===== src/rtl/mux_operand_loader.sv =====
// mux_operand_loader: captures two N-bit operands from the slide switches
// and produces the mux select from push-buttons. Each raw key is
// synchronised and debounced, and its press pulses drive a small load FSM.
module mux_operand_loader #(
  parameter int N               = 4,
  parameter int DEBOUNCE_CYCLES = 500000
) (
  input  logic         CLOCK_50,
  input  logic         resetn,
  input  logic [N-1:0] SW,
  input  logic         KEY_load,
  input  logic         KEY_sel,
  output logic [N-1:0] x,
  output logic [N-1:0] y,
  output logic         s,
  output logic         ready,
  output logic [1:0]   state
);

  localparam int CW = (DEBOUNCE_CYCLES > 2) ? $clog2(DEBOUNCE_CYCLES) : 1;
  localparam logic [CW-1:0] CNT_MAX = CW'(DEBOUNCE_CYCLES - 1);
  localparam int K_LOAD = 0;
  localparam int K_SEL  = 1;

  typedef enum logic [1:0] {
    LOAD_X = 2'b00,
    LOAD_Y = 2'b01,
    READY  = 2'b10
  } state_e;

  // Key channel 0 is load, channel 1 is select; both are active-low.
  logic [1:0]    sync1_d, sync1_q, sync2_d, sync2_q;
  logic [1:0]    deb_d, deb_q;
  logic [1:0]    pulse_d, pulse_q;
  logic [CW-1:0] cnt_d [2];
  logic [CW-1:0] cnt_q [2];

  state_e        state_d, state_q;
  logic [N-1:0]  x_d, x_q, y_d, y_q;
  logic          s_d, s_q, ready_d, ready_q;

  // Two-flop synchroniser inputs: raw keys in, first stage forwarded.
  always_comb begin
    sync1_d = {KEY_sel, KEY_load};
    sync2_d = sync1_q;
  end

  // Per-key debounce counter and falling-edge press detection.
  always_comb begin
    for (int k = 0; k < 2; k++) begin
      deb_d[k] = deb_q[k];
      cnt_d[k] = cnt_q[k];
      if (sync2_q[k] != deb_q[k]) begin
        if (cnt_q[k] == CNT_MAX) begin
          deb_d[k] = sync2_q[k];
          cnt_d[k] = {CW{1'b0}};
        end else begin
          cnt_d[k] = cnt_q[k] + {{(CW-1){1'b0}}, 1'b1};
        end
      end else begin
        cnt_d[k] = {CW{1'b0}};
      end
      // Pulse only on released -> pressed; release is ignored.
      pulse_d[k] = deb_q[k] & ~deb_d[k];
    end
  end

  // Load FSM plus independent select toggle; both may act on one edge.
  always_comb begin
    state_d = state_q;
    x_d     = x_q;
    y_d     = y_q;
    s_d     = s_q;
    if (pulse_q[K_SEL]) begin
      s_d = ~s_q;
    end else begin
      s_d = s_q;
    end
    case (state_q)
      LOAD_X: begin
        if (pulse_q[K_LOAD]) begin
          x_d     = SW;
          state_d = LOAD_Y;
        end else begin
          state_d = LOAD_X;
        end
      end
      LOAD_Y: begin
        if (pulse_q[K_LOAD]) begin
          y_d     = SW;
          state_d = READY;
        end else begin
          state_d = LOAD_Y;
        end
      end
      READY: begin
        // Reload restarts at x; y keeps its old value until overwritten.
        if (pulse_q[K_LOAD]) begin
          x_d     = SW;
          state_d = LOAD_Y;
        end else begin
          state_d = READY;
        end
      end
      default: begin
        state_d = LOAD_X;
      end
    endcase
    ready_d = (state_d == READY);
  end

  // Synchroniser, debounce and pulse registers; keys reset to released.
  always_ff @(posedge CLOCK_50 or negedge resetn) begin
    if (!resetn) begin
      sync1_q <= 2'b11;
      sync2_q <= 2'b11;
      deb_q   <= 2'b11;
      pulse_q <= 2'b00;
      for (int k = 0; k < 2; k++) begin
        cnt_q[k] <= {CW{1'b0}};
      end
    end else begin
      sync1_q <= sync1_d;
      sync2_q <= sync2_d;
      deb_q   <= deb_d;
      pulse_q <= pulse_d;
      for (int k = 0; k < 2; k++) begin
        cnt_q[k] <= cnt_d[k];
      end
    end
  end

  // FSM state and operand/select output registers.
  always_ff @(posedge CLOCK_50 or negedge resetn) begin
    if (!resetn) begin
      state_q <= LOAD_X;
      x_q     <= {N{1'b0}};
      y_q     <= {N{1'b0}};
      s_q     <= 1'b0;
      ready_q <= 1'b0;
    end else begin
      state_q <= state_d;
      x_q     <= x_d;
      y_q     <= y_d;
      s_q     <= s_d;
      ready_q <= ready_d;
    end
  end

  assign x     = x_q;
  assign y     = y_q;
  assign s     = s_q;
  assign ready = ready_q;
  assign state = state_q;

endmodule


===== config.mk =====
export PLATFORM = sky130hd
export DESIGN_NAME = mux_operand_loader
export DESIGN_NICKNAME = d
export VERILOG_FILES = /design/src/rtl/mux_operand_loader.sv
export SDC_FILE = /design/constraint.sdc
export NUM_CORES = 1
export LEC_CHECK = 0
export ABC_AREA = 1
export CAP_MARGIN = 20
export CELL_PAD_IN_SITES_DETAIL_PLACEMENT = 1
export CELL_PAD_IN_SITES_GLOBAL_PLACEMENT = 1
export CORE_MARGIN = 2
export CORE_UTILIZATION = 40
export DETAILED_ROUTE_END_ITERATION = 10
export MAX_ROUTING_LAYER = met4
export PLACE_DENSITY = 0.84
export SLEW_MARGIN = 10
export SYNTH_ARGS = -nofsm -noshare
export SYNTH_HDL_FRONTEND = slang
export SYNTH_SLANG_ARGS = --single-unit

===== constraint.sdc =====
create_clock -name CLOCK_50 -period 1.4 [get_ports CLOCK_50]
set_clock_uncertainty 0.2 [all_clocks]
set_input_delay 0.14 -clock CLOCK_50 [delete_from_list [all_inputs] [get_ports CLOCK_50]]
set_output_delay 0.14 -clock CLOCK_50 [all_outputs]
set_load 0.01 [all_outputs]

== Word-level counts from Yosys, hierarchy flattened ==
Cells that the tools add are included.
Word-level totals
  register bits after elaboration: 58
  output and inout port bits: 12
  bits in writable memories: 0
  word-level logic and storage cells: 41
  input port bits: 8
  latch bits: 0
  memories: 0
  bits in read-only memories: 0
Cells by class
  shift operators: 0
  add/subtract/negate cells: 2
  bitwise logic cells: 5
  reductions and logical operators: 4
  muxes and demuxes: 12
  eq/ne operators: 7
  divide/modulo/power cells: 0
  magnitude comparators: 0
  multiply operators: 0
Operators with widths (number)
  2-to-1 mux 19 bit: 4
  adder 19 x 1 -> 19 bit, second input constant: 2
  equality test 19 bit, second input constant: 2
  one-hot mux 2 bit (3 select lines): 1
  2-to-1 mux 1 bit: 5
  equality test 2 bit, second input constant: 2
  2-to-1 mux 2 bit: 2
  AND reduction 2 bit: 2
  inverter 1 bit: 3
  AND 1 bit: 2
  equality test 2 x 1 -> 1 bit, second input constant: 1
  logical NOT 2 bit: 1
  != test 1 bit: 2
  OR reduction 2 bit: 1

== Logic depth before layout (Yosys ltp) ==
Gate-level depths: netlist (run 1).
  depth in word-level cells: 5
  mapped depth: 8

== Least setup slack after synthesis (run 1) ==
Ideal clock, no wire load.
  path kind: reg2reg
  start point: reg cnt_q[0] (netlist name)
  end point: reg cnt_q[5] (netlist name)
  period minus slack after synthesis: 1.509 ns
  required time: 1.080 ns
  data arrival time: 1.190 ns
  slack: -0.109 ns
  buffers on the path: 0
  library setup time: 0.120 ns
  stages on the path, launching flop included: 9
  cell sequence: dfrtp_1 ha_1 nand2_1 nor2_2 inv_1 nor2_1 nand2_1 nand2_2 nor2_1
RTL lines
  from (decl): line 36  | logic [CW-1:0] cnt_q [2];
  from (signal, indexed assignment): line 120  | cnt_q[k] <= {CW{1'b0}};
  from (signal, indexed assignment): line 128  | cnt_q[k] <= cnt_d[k];

==> flow_summary.yaml, run 1 <==
layout:
  nets: 508
  final_common_cell: "buf_4"
  area_growth_pct: 61.5
  instances_no_fill: 601
  most-common-layout-cells: "buf_4 (61), nor2_1 (55), nand2_1 (54)"
  nFillCells: 799
  insertedDiodeCount: 0
  drive_gt1_share_pct: 51.2
cts:
  path_clk_slew_ps: 80
  cts-root-buf: "clkbuf_8"
  clock-sinks: 58
  clk_latency_ps: 380
  clk_path_buf_depth: 2
  htreeDepth: 3
  cts_tree: "yes"
  cts_buffers: 9
yosys:
  yosys-top-cells-area: "dfrtp_1 (43%), nor2_1 (12%), nand2_1 (8.9%)"
  netlist_area_um2: 3050
  syn_nets: 397
  syn-instance-count: 387
  synth_top_area_share_pct: 42.7
  synth_top_cell_by_area: "dfrtp_1"
  ys_seq_elements: 58
  avgSynthCellArea_um2: 7.88
  seq_area_frac_synth_pct: 47.8
  ys_types: 24
  ys_warn_count: 0
die:
  dieArea_um2: 8340
  initial_core_util_pct: 41.6
  die_y_um: 91.3
  io_pins: 20
  die_width_um: 91.3
  core_um2: 7330
  rows: 31
routing:
  antenna_left: 0
  wl_per_cell_um: 28.1
  drt_first_pass_iters: 5
  wl_um: 16900
  vias_per_cell: 6.01
  drtIter0Drc: 251
  vias: 3614
  post-route-drc-count: 0
worst_setup_path:
  start_kind: "register"
  worstPathArrival_ps: 2000
  crit_fanout: 5
  crit_type: "register to register"
  crit_path_end_kind: "register"
  cp_data_required_time_ps: 1450
timing:
  hold_violations: 1
  worst_slack_ps: -549
  whs_ps: -10.9
  max_freq_ghz: 0.513
  worst_slew_pin_slew_ps: 335
  finalCritPeriodShare_pct: 139
  period_minus_slack_ps: 1950
  setup_viol: 48
  slew_headroom_pct: 77.7
  rsz0062_at_grt: "yes"
  setup_tns_ps: -12750
  slew_violations: 0
global_routing:
  grt_pass1_vias: 3797
  antenna_found_initial: 0
  grt_pass1_wl_um: 21100
  grt.overflow.total: 0
  grt_max_degree: 59
  track_usage_pct: 34.9
placed_design:
  dpl.cell_count: 547
  port_buffers: 19
  hpwl_um: 6620
  pre_cts_ws_ps: -327
  routabilityCongestion: 0.916
outcome:
  violations: "hold timing, setup timing"
  status: "finished with violations"
flow_run:
  cap_violations: 0
power:
  p_total_mw: 3.92
  leakage_nw: 2.09
  power.density_nw_per_um2: 796
  max-vdd-ir-drop_uv: 731
hold_path:
  hold_path_class: "input port to register"
[synth_stat cells]
cell type and number:
nor2_4 7, nor3_2 2, nand3_1 30, nor3_1 1, nor2_1 96, dfrtp_1 52, xor2_1 13, nand2_2 10
nand2_1 72, a21oi_1 6, o21bai_1 1, xnor2_1 7, o21ai_1 3, and2_1 3, ha_1 2, nand4_1 5
nor3b_1 3, or2_2 1, o21ai_0 16, dfstp_2 6, clkbuf_1 2, inv_1 39, nand2_4 3, nor2_2 7
[metal layers]
layer | up-vias | routed length, µm | track usage (%)
li1 | 1431 | - | -
met2 | 251 | 8120 | 61.5
met1 | 1786 | 5770 | 35.2
met4 | 0 | 1730 | 21.8
met3 | 146 | 1280 | 7.30
met5 | - | 0 | -
[repair_timing]
item,CTS,global route
setup buffers,19,19
setup endpoints to repair,50,58
pin swaps,54,48
gates resized for setup,113,93
hold buffers,2,0
cloned,1,0
hold endpoints to repair,59,0
[worst max-delay path: stages (launching register included)]
cell     delay [ps]
dfrtp_1         470
nor2_1          290
nand3_1         220
nor2_2          270
nand2_4         150
nand3_1         130
nor2_1           80
[final cells by class]
type,count,area (µm²),area share [%]
sequential,58,1480,30.0
clock inverter,4,76.3,1.55
clock buffer,11,141,2.87
tap,99,124,2.52
timing repair buffer,102,892,18.1
inverter,39,154,3.13
multi-input combinational,288,2060,41.9
[cell families after synthesis]
family	synth area share [%]
compound gates	4.35
xor+xnor	5.74
fa+ha+maj	0.821
buf+inv	5.05
flops	47.8
simple gates	36.2
[where the power goes]
| part | switching (mW) | total [mW] | internal [mW] |
|---|---|---|---|
| sequential | 0.0337 | 1.73 | 1.70 |
| clock | 0.872 | 1.92 | 1.05 |
| combinational | 0.157 | 0.269 | 0.112 |
| total | 1.06 | 3.92 | 2.86 |
[metrics by stage]
| stage | instance area (µm²) | util, % |
|---|---|---|
| 2_1_floorplan | 3070 | - |
| 3_3_place_gp | 3720 | 50.7 |
| 3_5_place_dp | 3720 | 50.7 |
| 4_1_cts | 4460 | 60.9 |
| 5_1_grt | 4920 | 67.2 |
| 6_report | 4920 | 67.2 |
[flip-flops by register name (all words and copies together), names as in the netlist]
| register | flops |
|---|---|
| cnt_q | 38 |
| deb_q | 2 |
| pulse_q | 2 |
| ready | 1 |
| s | 1 |
| state | 2 |
| sync1_q | 2 |
| sync2_q | 2 |
| x | 4 |
| y | 4 |
[path summary, 6_finish.rpt]
kind	end	cells after the start	slack, ps	start
worst max-delay path	cnt_q[15]	6	-550	cnt_q[6]
min in group asynchronous	cnt_q[3]	3	80	resetn
max in group asynchronous	sync2_q[1]	3	580	resetn
worst max register to register	cnt_q[15]	6	-550	cnt_q[6]
worst min-delay path	sync1_q[1]	1	-10	KEY_sel
worst min register to register	sync2_q[1]	0	170	sync1_q[1]
Power figures use the tool's default switching activity.
==> inputs of run 2 (changes only) <==
--- a/config.mk
+++ b/config.mk
@@ -12,6 +12,7 @@
 export CORE_MARGIN = 2
 export CORE_UTILIZATION = 40
 export DETAILED_ROUTE_END_ITERATION = 10
+export GPL_TIMING_DRIVEN = 0
 export MAX_ROUTING_LAYER = met4
 export PLACE_DENSITY = 0.84
 export SLEW_MARGIN = 10
==> run 2 against run 1 <==
Against the previous run: the flow finishes with violations (setup timing); sequential power about the same; core utilization down 2.6 points; setup slack improved by 100 ps; final area decreased by 3.9%; cell count is 2.8% lower; maximum frequency grew 5.6%.
==> flow_summary.yaml, run 2 (synthesized netlist as in run 1, its figures left out) <==
layout:
  fin_area_um2: 4730
  drive_gt1_share_pct: 48.9
  most-common-layout-cells: "nor2_1 (58), nand2_1 (54), buf_4 (46)"
  insertedDiodeCount: 0
  largest_reg_flops: 38
  regMostFlops: "cnt_q"
  final_common_cell: "nor2_1"
  nets: 490
  area_growth_pct: 55.2
worst_setup_path:
  start_kind: "register"
  crit_path_end_kind: "register"
  cp_data_required_time_ps: 1450
  worstPathArrival_ps: 1890
  crit_fanout: 4
  crit_type: "register to register"
timing:
  hold_violations: 0
  worst_slack_ps: -445
  slew_headroom_pct: 47.9
  max_freq_ghz: 0.542
  period_minus_slack_ps: 1850
  slew_violations: 0
  setup_viol: 42
  whs_ps: 172
  finalCritPeriodShare_pct: 132
  worst_slew_pin_slew_ps: 781
  rsz0062_at_grt: "yes"
cts:
  path_clk_slew_ps: 90
  clk_path_buf_depth: 2
  cts_tree: "yes"
  clk_latency_ps: 360
  htreeDepth: 3
  cts_buffers: 9
  cts-root-buf: "clkbuf_8"
  clock-sinks: 58
die:
  rows: 31
  io_pins: 20
  dieArea_um2: 8340
  core_um2: 7330
  initial_core_util_pct: 41.6
  die_width_um: 91.3
  die_y_um: 91.3
routing:
  drt_first_pass_iters: 5
  post-route-drc-count: 0
  vias_per_cell: 5.92
  wl_per_cell_um: 25.9
  antenna_left: 0
  vias: 3457
  wl_um: 15100
  drtIter0Drc: 279
power:
  power.density_nw_per_um2: 782
  leakage_nw: 1.97
  max-vdd-ir-drop_uv: 687
global_routing:
  track_usage_pct: 28.8
  grt_busiest_layer: "met2"
  grt_max_degree: 59
  grt_pass1_wl_um: 17700
  grtUsageMet1_pct: 29.9
  grt.overflow.total: 0
  grt_use_met3_pct: 6.31
  grtUsageMet2_pct: 50.1
  antenna_found_initial: 0
  grt_pass1_vias: 3421
placed_design:
  routabilityCongestion: 0.854
  port_buffers: 19
  dpl_cell_area_um2: 3380
  hpwl_um: 5560
outcome:
  status: "finished with violations"
  violations: "setup timing"
hold_path:
  hold_path_class: "register to register"
flow_run:
  cap_violations: 0
## run 2: layer usage
metal	up-vias	wire, µm	part of all wire [%]
met2	238	7500	50
met1	1711	5380	36
met4	0	1150	7.6
met5	-	0	0
li1	1398	-	-
met3	110	1070	7.1
## run 2: metrics by stage
step	std cells	util (%)	setup TNS (ps)	worst slack [ps]	total power [mW]
6_report	584	64.6	-9780	-445	3.70
5_1_grt	584	64.6	-11180	-482	3.78
4_1_cts	555	57.7	-2510	-152	3.54
3_5_place_dp	505	46.2	-9330	-320	1.87
3_3_place_gp	505	46.2	-110080	-1840	1.86
2_1_floorplan	387	-	-585	-83.0	1.79
## run 2: path summary, 6_finish.rpt
check,from,end,slack (ps),depth (start not counted)
worst min-delay path,sync1_q[1],sync2_q[1],170,0
worst max register to register,cnt_q[1],cnt_q[18],-450,7
max in group asynchronous,resetn,cnt_q[27],220,2
min in group asynchronous,resetn,cnt_q[12],180,2
worst max-delay path,cnt_q[1],cnt_q[18],-450,7
worst min register to register,sync1_q[1],sync2_q[1],170,0
## run 2: layout make-up
| type | count | area (µm²) |
|---|---|---|
| fillers | 791 | 2600 |
| multi-input cells | 288 | 2030 |
| repair buffers | 82 | 726 |
| clock inverters | 6 | 66.3 |
| flip-flops and latches | 58 | 1490 |
| plain buffers | 2 | 21.3 |
| clock buffers | 10 | 138 |
| well taps | 99 | 124 |
| inverters | 39 | 146 |
## run 2: where the power goes
group | internal (mW) | leakage, nW | switching [mW]
logic | 0.105 | 1.16 | 0.138
registers | 1.70 | 0.707 | 0.0328
clock network | 0.871 | 0.0945 | 0.857
## run 2: repair_timing
action,CTS,global route
hold endpoints to repair,54,0
hold buffers,3,0
setup endpoints to repair,51,53
pin swaps,45,32
resized for setup,122,78
cloned,1,0
setup buffers,30,30
## run 2: critical path, cell delays in order (launching register included)
cell and delay (ps):
dfrtp_1 430, ha_4 180, nand2_4 70, nor2_4 160, nand2_4 90, nor2_4 200, a21oi_1 130, nor2_1 260
